$ cat src/rtl/uart_tx_fifo.sv
// Debug UART transmit path: byte FIFO feeding an 8N1 serializer.
// Writes into a full FIFO are dropped and latch a sticky overflow flag.
module uart_tx_fifo #(
    parameter int CLK_DIV    = 434,
    parameter int FIFO_DEPTH = 16,
    parameter int LEVEL_W    = $clog2(FIFO_DEPTH) + 1
) (
    input  logic               clk,
    input  logic               reset,
    input  logic               wr_en,
    input  logic [7:0]         wr_data,
    output logic               full,
    output logic               empty,
    output logic [LEVEL_W-1:0] level,
    output logic               overflow,
    output logic               busy,
    output logic               tx
);
    localparam int AW = $clog2(FIFO_DEPTH);
    localparam logic [15:0] BAUD_LAST = 16'(CLK_DIV - 1);
    localparam logic [LEVEL_W-1:0] DEPTH_L = LEVEL_W'(FIFO_DEPTH);

    typedef enum logic [1:0] {
        IDLE,
        START,
        DATA,
        STOP
    } state_t;

    state_t r_state;
    state_t w_state_nxt;

    logic [7:0]         r_mem [FIFO_DEPTH];
    logic [LEVEL_W-1:0] r_wptr;
    logic [LEVEL_W-1:0] r_rptr;
    logic [LEVEL_W-1:0] r_level;
    logic [LEVEL_W-1:0] w_wptr_nxt;
    logic [LEVEL_W-1:0] w_rptr_nxt;
    logic [LEVEL_W-1:0] w_level_nxt;
    logic               r_full;
    logic               r_empty;
    logic               r_overflow;
    logic               r_busy;
    logic               r_tx;
    logic [7:0]         r_shift;
    logic [15:0]        r_baud;
    logic [2:0]         r_bit;

    logic               w_push;
    logic               w_pop;
    logic               w_baud_last;
    logic               w_tx_nxt;
    logic [7:0]         w_shift_nxt;
    logic [15:0]        w_baud_nxt;
    logic [2:0]         w_bit_nxt;

    assign w_push      = wr_en & ~r_full;
    assign w_baud_last = (r_baud == BAUD_LAST);

    // Pointer MSB separates full from empty; level is their difference.
    assign w_wptr_nxt  = r_wptr + LEVEL_W'(w_push);
    assign w_rptr_nxt  = r_rptr + LEVEL_W'(w_pop);
    assign w_level_nxt = w_wptr_nxt - w_rptr_nxt;

    always_ff @(posedge clk) begin
        if (w_push) begin
            r_mem[r_wptr[AW-1:0]] <= wr_data;
        end
    end

    always_ff @(posedge clk) begin
        if (reset) begin
            r_wptr     <= '0;
            r_rptr     <= '0;
            r_level    <= '0;
            r_full     <= 1'b0;
            r_empty    <= 1'b1;
            r_overflow <= 1'b0;
        end else begin
            r_wptr  <= w_wptr_nxt;
            r_rptr  <= w_rptr_nxt;
            r_level <= w_level_nxt;
            r_full  <= (w_level_nxt == DEPTH_L);
            r_empty <= (w_level_nxt == '0);
            if (wr_en && r_full) begin
                r_overflow <= 1'b1;
            end
        end
    end

    always_ff @(posedge clk) begin
        if (reset) begin
            r_state <= IDLE;
            r_tx    <= 1'b1;
            r_shift <= '0;
            r_baud  <= '0;
            r_bit   <= '0;
            r_busy  <= 1'b0;
        end else begin
            r_state <= w_state_nxt;
            r_tx    <= w_tx_nxt;
            r_shift <= w_shift_nxt;
            r_baud  <= w_baud_nxt;
            r_bit   <= w_bit_nxt;
            r_busy  <= (w_state_nxt != IDLE) | (w_level_nxt != '0);
        end
    end

    always_comb begin
        w_state_nxt = r_state;
        w_tx_nxt    = r_tx;
        w_shift_nxt = r_shift;
        w_baud_nxt  = r_baud;
        w_bit_nxt   = r_bit;
        w_pop       = 1'b0;
        unique case (r_state)
            IDLE: begin
                w_tx_nxt = 1'b1;
                if (!r_empty) begin
                    w_pop       = 1'b1;
                    w_shift_nxt = r_mem[r_rptr[AW-1:0]];
                    w_tx_nxt    = 1'b0;
                    w_baud_nxt  = '0;
                    w_state_nxt = START;
                end
            end
            START: begin
                if (w_baud_last) begin
                    w_baud_nxt  = '0;
                    w_tx_nxt    = r_shift[0];
                    w_bit_nxt   = '0;
                    w_state_nxt = DATA;
                end else begin
                    w_baud_nxt = r_baud + 16'd1;
                end
            end
            DATA: begin
                if (w_baud_last) begin
                    w_baud_nxt = '0;
                    if (r_bit == 3'd7) begin
                        w_tx_nxt    = 1'b1;
                        w_state_nxt = STOP;
                    end else begin
                        w_shift_nxt = {1'b0, r_shift[7:1]};
                        w_tx_nxt    = r_shift[1];
                        w_bit_nxt   = r_bit + 3'd1;
                    end
                end else begin
                    w_baud_nxt = r_baud + 16'd1;
                end
            end
            STOP: begin
                if (w_baud_last) begin
                    w_baud_nxt  = '0;
                    w_state_nxt = IDLE;
                end else begin
                    w_baud_nxt = r_baud + 16'd1;
                end
            end
            default: begin
                w_state_nxt = IDLE;
                w_tx_nxt    = 1'b1;
            end
        endcase
    end

    assign full     = r_full;
    assign empty    = r_empty;
    assign level    = r_level;
    assign overflow = r_overflow;
    assign busy     = r_busy;
    assign tx       = r_tx;
endmodule

$ cat config.mk
export PLATFORM = sky130hd
export DESIGN_NAME = uart_tx_fifo
export DESIGN_NICKNAME = d
export VERILOG_FILES = /design/src/rtl/uart_tx_fifo.sv
export SDC_FILE = /design/constraint.sdc
export NUM_CORES = 1
export LEC_CHECK = 0
export CAP_MARGIN = 20
export CORE_MARGIN = 2
export CORE_UTILIZATION = 30
export CTS_CLUSTER_DIAMETER = 120
export DETAILED_ROUTE_END_ITERATION = 10
export PLACE_DENSITY = 0.56
export SLEW_MARGIN = 10
export SYNTH_ARGS = -nofsm -noshare
export SYNTH_HDL_FRONTEND = slang
export SYNTH_SLANG_ARGS = --single-unit
$ cat constraint.sdc
create_clock -name clk -period 3.7 [get_ports clk]
set_input_delay 0.37 -clock clk [delete_from_list [all_inputs] [get_ports clk]]
set_output_delay 0.37 -clock clk [all_outputs]
set_load 0.005 [all_outputs]
==> impl_results.md <==
* DR vias at 4368
* Leak at 2.80 nW
* Outcome: finished clean
* CTS Buffer Depth at 2
* 1st-pass router iterations at 5
* Layout cells sized above 1 at 15.8%
* Worst path slowest cell: a2111oi_1
* Final setup vio count at 0
* Fraction of registers with async set/reset at 0%
* Placed inst area at 8090 sq um
* Nets at 577
* Min Tclk post-route at 3.34 ns
* Syn_area_per_cell at 14.3 sq um
* Vias per Instance at 4.93
* Core area at 24500 sq um
* Pre-CTS WS at 0.164 ns
* Gr usage total at 12.2%
* First-pass GRT wire length at 24.4 mm
* Initial detailed-routing violation count at 398
* Post CTS Setup Buffer Count at 0
* Worst vdd ir at 361 uV
* Cell Area, Synth at 7510 sq um
* CP most frequent cell: ha_1
* R2R Setup Slk at 0.36 ns
* # DRC at 0
* Final Max Tran Viols at 0
* Die height at 162 um
* Relative slew slack at 29.4%
* Worst EP arrival at 3.65 ns
* Worst-margin pin slew at 1.05 ns
* Synth cell types at 53
* Setup TNS at 0 ns
* Crit-path max FO at 6
* Syn Inst Count at 524
* Initial Utilization at 30.7%
* RSZ-0062 raised after global routing: no
* H-tree Lvls at 4
* Hold_buf cts at 0
* Final period util at 90.3%
* CP cell instances: inv_1 > ha_1 > inv_1 > nor2_1 > ha_1 > nand3_1 > xor2_1 > ha_1 > or3_1 > a2111oi_1 > a311oi_1 > a2111o_1
* Layout Skew at 0.0159 ns
* Clk sink count at 177
* Power per Cell Area at 652 nW/um^2
* CTS tree: yes
* #FFs+latches synth at 177
* Maxcap violations at 0
* Setup WS post-layout at 0.359 ns
* CTS resizes at 0
* Post-synth top area cell: edfxtp_1
* Seq/Total Area, Yosys at 64.2%
* Kind of critical path: flip-flop to flip-flop
* Total Routed Length at 15.4 mm
* Largest net degree at the start of global routing at 45
* Rows at 57
* Worst Hold Class: flip-flop to flip-flop
* Inserted Diodes at 0
* CP max stage delay at 0.54 ns
* Post-synth EDFFs at 128
* Critical Path RT at 4.01 ns
* Wire length per cell at 17.4 um
* Antenna Violating Nets Remaining at 0
* CTS Buf Count at 17
* Area contributors post-synth: edfxtp_1 51%, dfxtp_1 13%, mux4_2 10%, nor2_1 3.2%, ha_1 2.7%
* Antenna violations before repair at 0
* Post-synth top cells: 128 x edfxtp_1, 65 x nor2_1, 49 x dfxtp_1
* Ports at 21
* Final hold vios at 0
* Full die area at 26300 sq um
* Number of global-route vias before repair at 4477
* Crit. End Element: flip-flop
* Mapped Nets at 552
* Dominant synthesized flop cell: edfxtp_1
* Yosys top cell area share at 51.2%
* Final HPWL DP at 10.2 mm
* GRT overflow at 0
* Chip width at 162 um
* Port Buffers at 20
* Worst skew pair latency at 0.43 ns
* Layout Area Growth over Synthesis at 16.3%
* F_max at 0.299 GHz
* Power Total at 5.70 mW
* Final Instance Area at 8740 sq um
* Synth warn at 0
* Root buf cell: clkbuf_16
* Most frequent cell after synthesis: edfxtp_1
* Finished Core Util at 35.7%
* Startpoint Class: flip-flop
* GPL Wtd Cong at 0.794
* Reg clk slew, reported paths at 0.08 ns
area by class of cell:
type,instances,area (sq um)
inverters,12,45.0
multi-input cells,310,2530
clock buffers,17,425
clock inverters,15,224
repair buffers,31,283
flip-flops and latches,177,4830
well taps,324,405
fillers,2300,15700
cell usage in the layout (no fill, tap or decap), types with 8 or more instances in the layout:
| cell | n |
|---|---|
| a21oi_1 | 23 |
| a311oi_1 | 8 |
| buf_4 | 11 |
| clkbuf_16 | 17 |
| clkdlybuf4s50_1 | 20 |
| dfxtp_1 | 48 |
| edfxtp_1 | 128 |
| ha_1 | 16 |
| inv_1 | 12 |
| mux2i_1 | 17 |
| mux4_2 | 34 |
| nand2_1 | 23 |
| nand3_1 | 12 |
| nor2_1 | 65 |
| nor3_1 | 9 |
| nor4_1 | 10 |
| o21ai_0 | 18 |
through the flow:
step                hold slack (ns)  instances
floorplan                     0.452        524
global placement              0.453        854
detailed placement            0.489        854
CTS                           0.499        886
global route                  0.524        886
finish                        0.491        886
state kept, by name, indices dropped and copies added (netlist names), 2 cells and up:
signal and flops:
r_rptr 5, level 5, r_bit 3, r_mem 128
r_shift 8, r_baud 16, r_wptr 5, r_state 2
critical path: cells and delay by family, from the launching register on:
family,cells,cell delay [ns]
compound gates,3,1.10
fa+ha+maj,3,0.76
simple gates,3,0.56
flops,1,0.39
buf+inv,2,0.23
xor+xnor,1,0.20
power by group:
part / switching (mW) / internal (mW) / leakage [nW]
sequential: 0.0844 / 2.27 / 1.56
combinational: 0.763 / 0.640 / 0.928
clock: 0.884 / 1.06 / 0.316
final timing paths:
kind,startpoint,to,cells after the start
hold reg to reg,overflow,overflow,2
setup reg to reg,r_state[0],busy,12
setup / recovery,r_state[0],busy,12
hold / removal,overflow,overflow,2
kinds of logic after synthesis:
group / share of synthesized area (%)
multiplexers: 12.5
flip-flops: 64.2
buffers and inverters: 2.15
XOR/XNOR: 1.40
AND/OR/NAND/NOR: 10.2
AO/OA/AOI/OAI: 6.46
adder cells (fa/ha/maj): 3.06
routing by layer:
| layer | vias to the layer above | global-route usage [%] | part of all wire, % |
|---|---|---|---|
| met1 | 2197 | 15.5 | 46 |
| met3 | 18 | 3.14 | 3.6 |
| met2 | 87 | 20.3 | 49 |
| met5 | - | 0 | 0 |
| li1 | 2066 | - | - |
| met4 | 0 | 4.55 | 1.6 |
No activity file was read; power rests on OpenSTA's default activity.
==> RTL edit: new RTL, same flow settings <==
`FIFO_DEPTH`: 16 -> 8.
--- a/src/rtl/uart_tx_fifo.sv
+++ b/src/rtl/uart_tx_fifo.sv
@@ -2,7 +2,7 @@
 // Writes into a full FIFO are dropped and latch a sticky overflow flag.
 module uart_tx_fifo #(
     parameter int CLK_DIV    = 434,
-    parameter int FIFO_DEPTH = 16,
+    parameter int FIFO_DEPTH = 8,
     parameter int LEVEL_W    = $clog2(FIFO_DEPTH) + 1
 ) (
     input  logic               clk,
Ports: changed (resized level); port bits go from 21 to 20. The function was not compared with the original's and may differ.
==> RTL edit against the unedited design <==
Synthesized cell count down 21%; non-clock buffer count down 3; sequential power down 36%; sequential cell count down 67; wire length down 31%; setup slack better by 0.34 ns; critical path type unchanged; cell area down 35%; power down 38%; first-iteration DRC count down 62%; count of clock-buffer cells in the layout down 6; combinational power down 23%; area after synthesis down 34%.
==> RTL edit: results (changes against the unedited design) <==
Cells and area
  • # nets final: 464 (-20%)
  • Proportion of layout cells with a drive suffix above 1: 14.7% (-1.1 points)
  • Number of flip-flops in the largest register: 64 (-50%)

Placed design
  • Post-DP HPWL: 7020 µm (-31%)
  • Placed instance count: 645 (-24%)
  • Final Wtd Congestion: 0.822 (+3.6%)

Worst setup path
  • CP max stage delay: 0.40 ns (-0.14 ns)
  • Worst Path Max Fanout: 5 (-1)
  • Max stage delay cell, worst path: dfxtp_1

Routing
  • Drt first pass iters: 4 (-1)
  • Drt total wl: 10600 µm (-31%)
  • Vias per std cell: 5.03 (+2.0%)
  • Initial DRC count: 153 (-62%)

Global route
  • Largest net degree at the start of global routing: 37 (-18%)
  • First-pass GRT wire length: 17500 µm (-29%)
  • GRT Total Usage: 12.8% (+0.59 points)

Logic synthesis
  • Synthesized area per cell: 12.0 µm² (-17%)
  • Syn Nets: 443 (-20%)
  • Count of cell types in the netlist: 71 (+34%)
  • Seq/Total Area, Yosys: 57.3% (-7.0 points)
  • Commonest cells post-synth: edfxtp_1 (64), dfxtp_1 (46), nand2_1 (35)
  • Top post-synthesis cells by area: edfxtp_1 (39%), dfxtp_1 (19%), mux2_2 (4.8%), ha_1 (4.0%), nand2_1 (2.6%)
  • Number of flops mapped to enable cells by yosys: 64 (-50%)

Clocking
  • Clock-pin slew on the worst setup and hold paths: 0.07 ns
  • Clock latency on the worst-skew pair: 0.36 ns (-0.07 ns)

Pwr
  • P_leak: 1.95 nW (-30%)
  • Peak VDD IR: 0.000283 V (-22%)

STA
  • Setup Skew: 0.0110 ns (-0.00488 ns)

Outcome
  • Status: completed
-- RTL edit: changes by cell type after synthesis, sizes merged, moves of 13 or more --
cell    unedited run  this run
o22ai              0        15
edfxtp           128        64
nand2             23        36
mux4              34         2
nor2              65        31
mux2               0        28
mux2i             17         2
-- RTL edit: kinds of logic (layout without fill, tap and decap cells) --
kind of cell | count (synthesis) | after routing | synth area share (%)
buffers and inverters | 30 | 56 | 2.87
xor gates and xnor gates | 6 | 6 | 1.34
AOI/OAI and AO/OA | 84 | 84 | 11.3
adders and majority gates | 17 | 17 | 4.44
and+or+nand+nor | 136 | 136 | 15.1
DFF | 110 | 110 | 57.3
muxes | 32 | 32 | 7.74
-- RTL edit: final cells by class --
type	count	area (µm²)	share of cell area (%)
Clock inverter	5	47.5	0.834
Sequential cell	110	2840	49.8
Tap cell	220	275	4.83
Multi-Input combinational cell	275	1980	34.7
Clock buffer	11	243	4.26
Inverter	12	58.8	1.03
Timing Repair Buffer	28	258	4.52
-- RTL edit: power groups by stage --
stage | clock network [mW] | logic, mW | registers, mW
2_1_floorplan | 0 | 0.775 | 1.52
3_3_place_gp | 0 | 1.07 | 1.54
3_5_place_dp | 0 | 1.09 | 1.55
4_1_cts | 0.979 | 1.10 | 1.52
5_1_grt | 1.02 | 1.21 | 1.54
6_report | 0.950 | 1.08 | 1.52
-- RTL edit: metal layers --
layer	up-vias	track usage (%)	part of all wire [%]
li1	1600	-	-
met1	1647	15.2	45
met2	64	22.0	50
met3	13	3.79	3.1
met4	0	4.54	1.9
met5	-	0	0
-- RTL edit: worst max-delay path: cells and delay by family, from the launching register on --
kind | cells | cell delay (ns)
buffers and inverters | 3 | 0.25
AO/OA/AOI/OAI | 1 | 0.19
AND/OR/NAND/NOR | 5 | 1.02
flip-flops | 1 | 0.40
adder cells (fa/ha/maj) | 4 | 1.02
-- RTL edit: stage by stage --
step	worst slack, ns	instance area (µm²)	utilization, %
floorplan	0.877	4960	-
global placement	0.653	5410	33.1
detailed placement	0.596	5410	33.1
CTS	0.683	5700	34.9
global route	0.476	5700	34.9
finish	0.700	5700	34.9
-- RTL edit: final timing paths --
path,slack (ns),from,cells past startpoint,endpoint
worst max-delay path,0.70,r_state[1]$_SDFF_PP0_,13,empty$_SDFF_PP1_
worst min-delay path,0.46,r_shift[6]$_SDFFE_PP0P_,2,r_shift[6]$_SDFFE_PP0P_
worst min register to register,0.46,r_shift[6]$_SDFFE_PP0P_,2,r_shift[6]$_SDFFE_PP0P_
worst max register to register,0.70,r_state[1]$_SDFF_PP0_,13,empty$_SDFF_PP1_
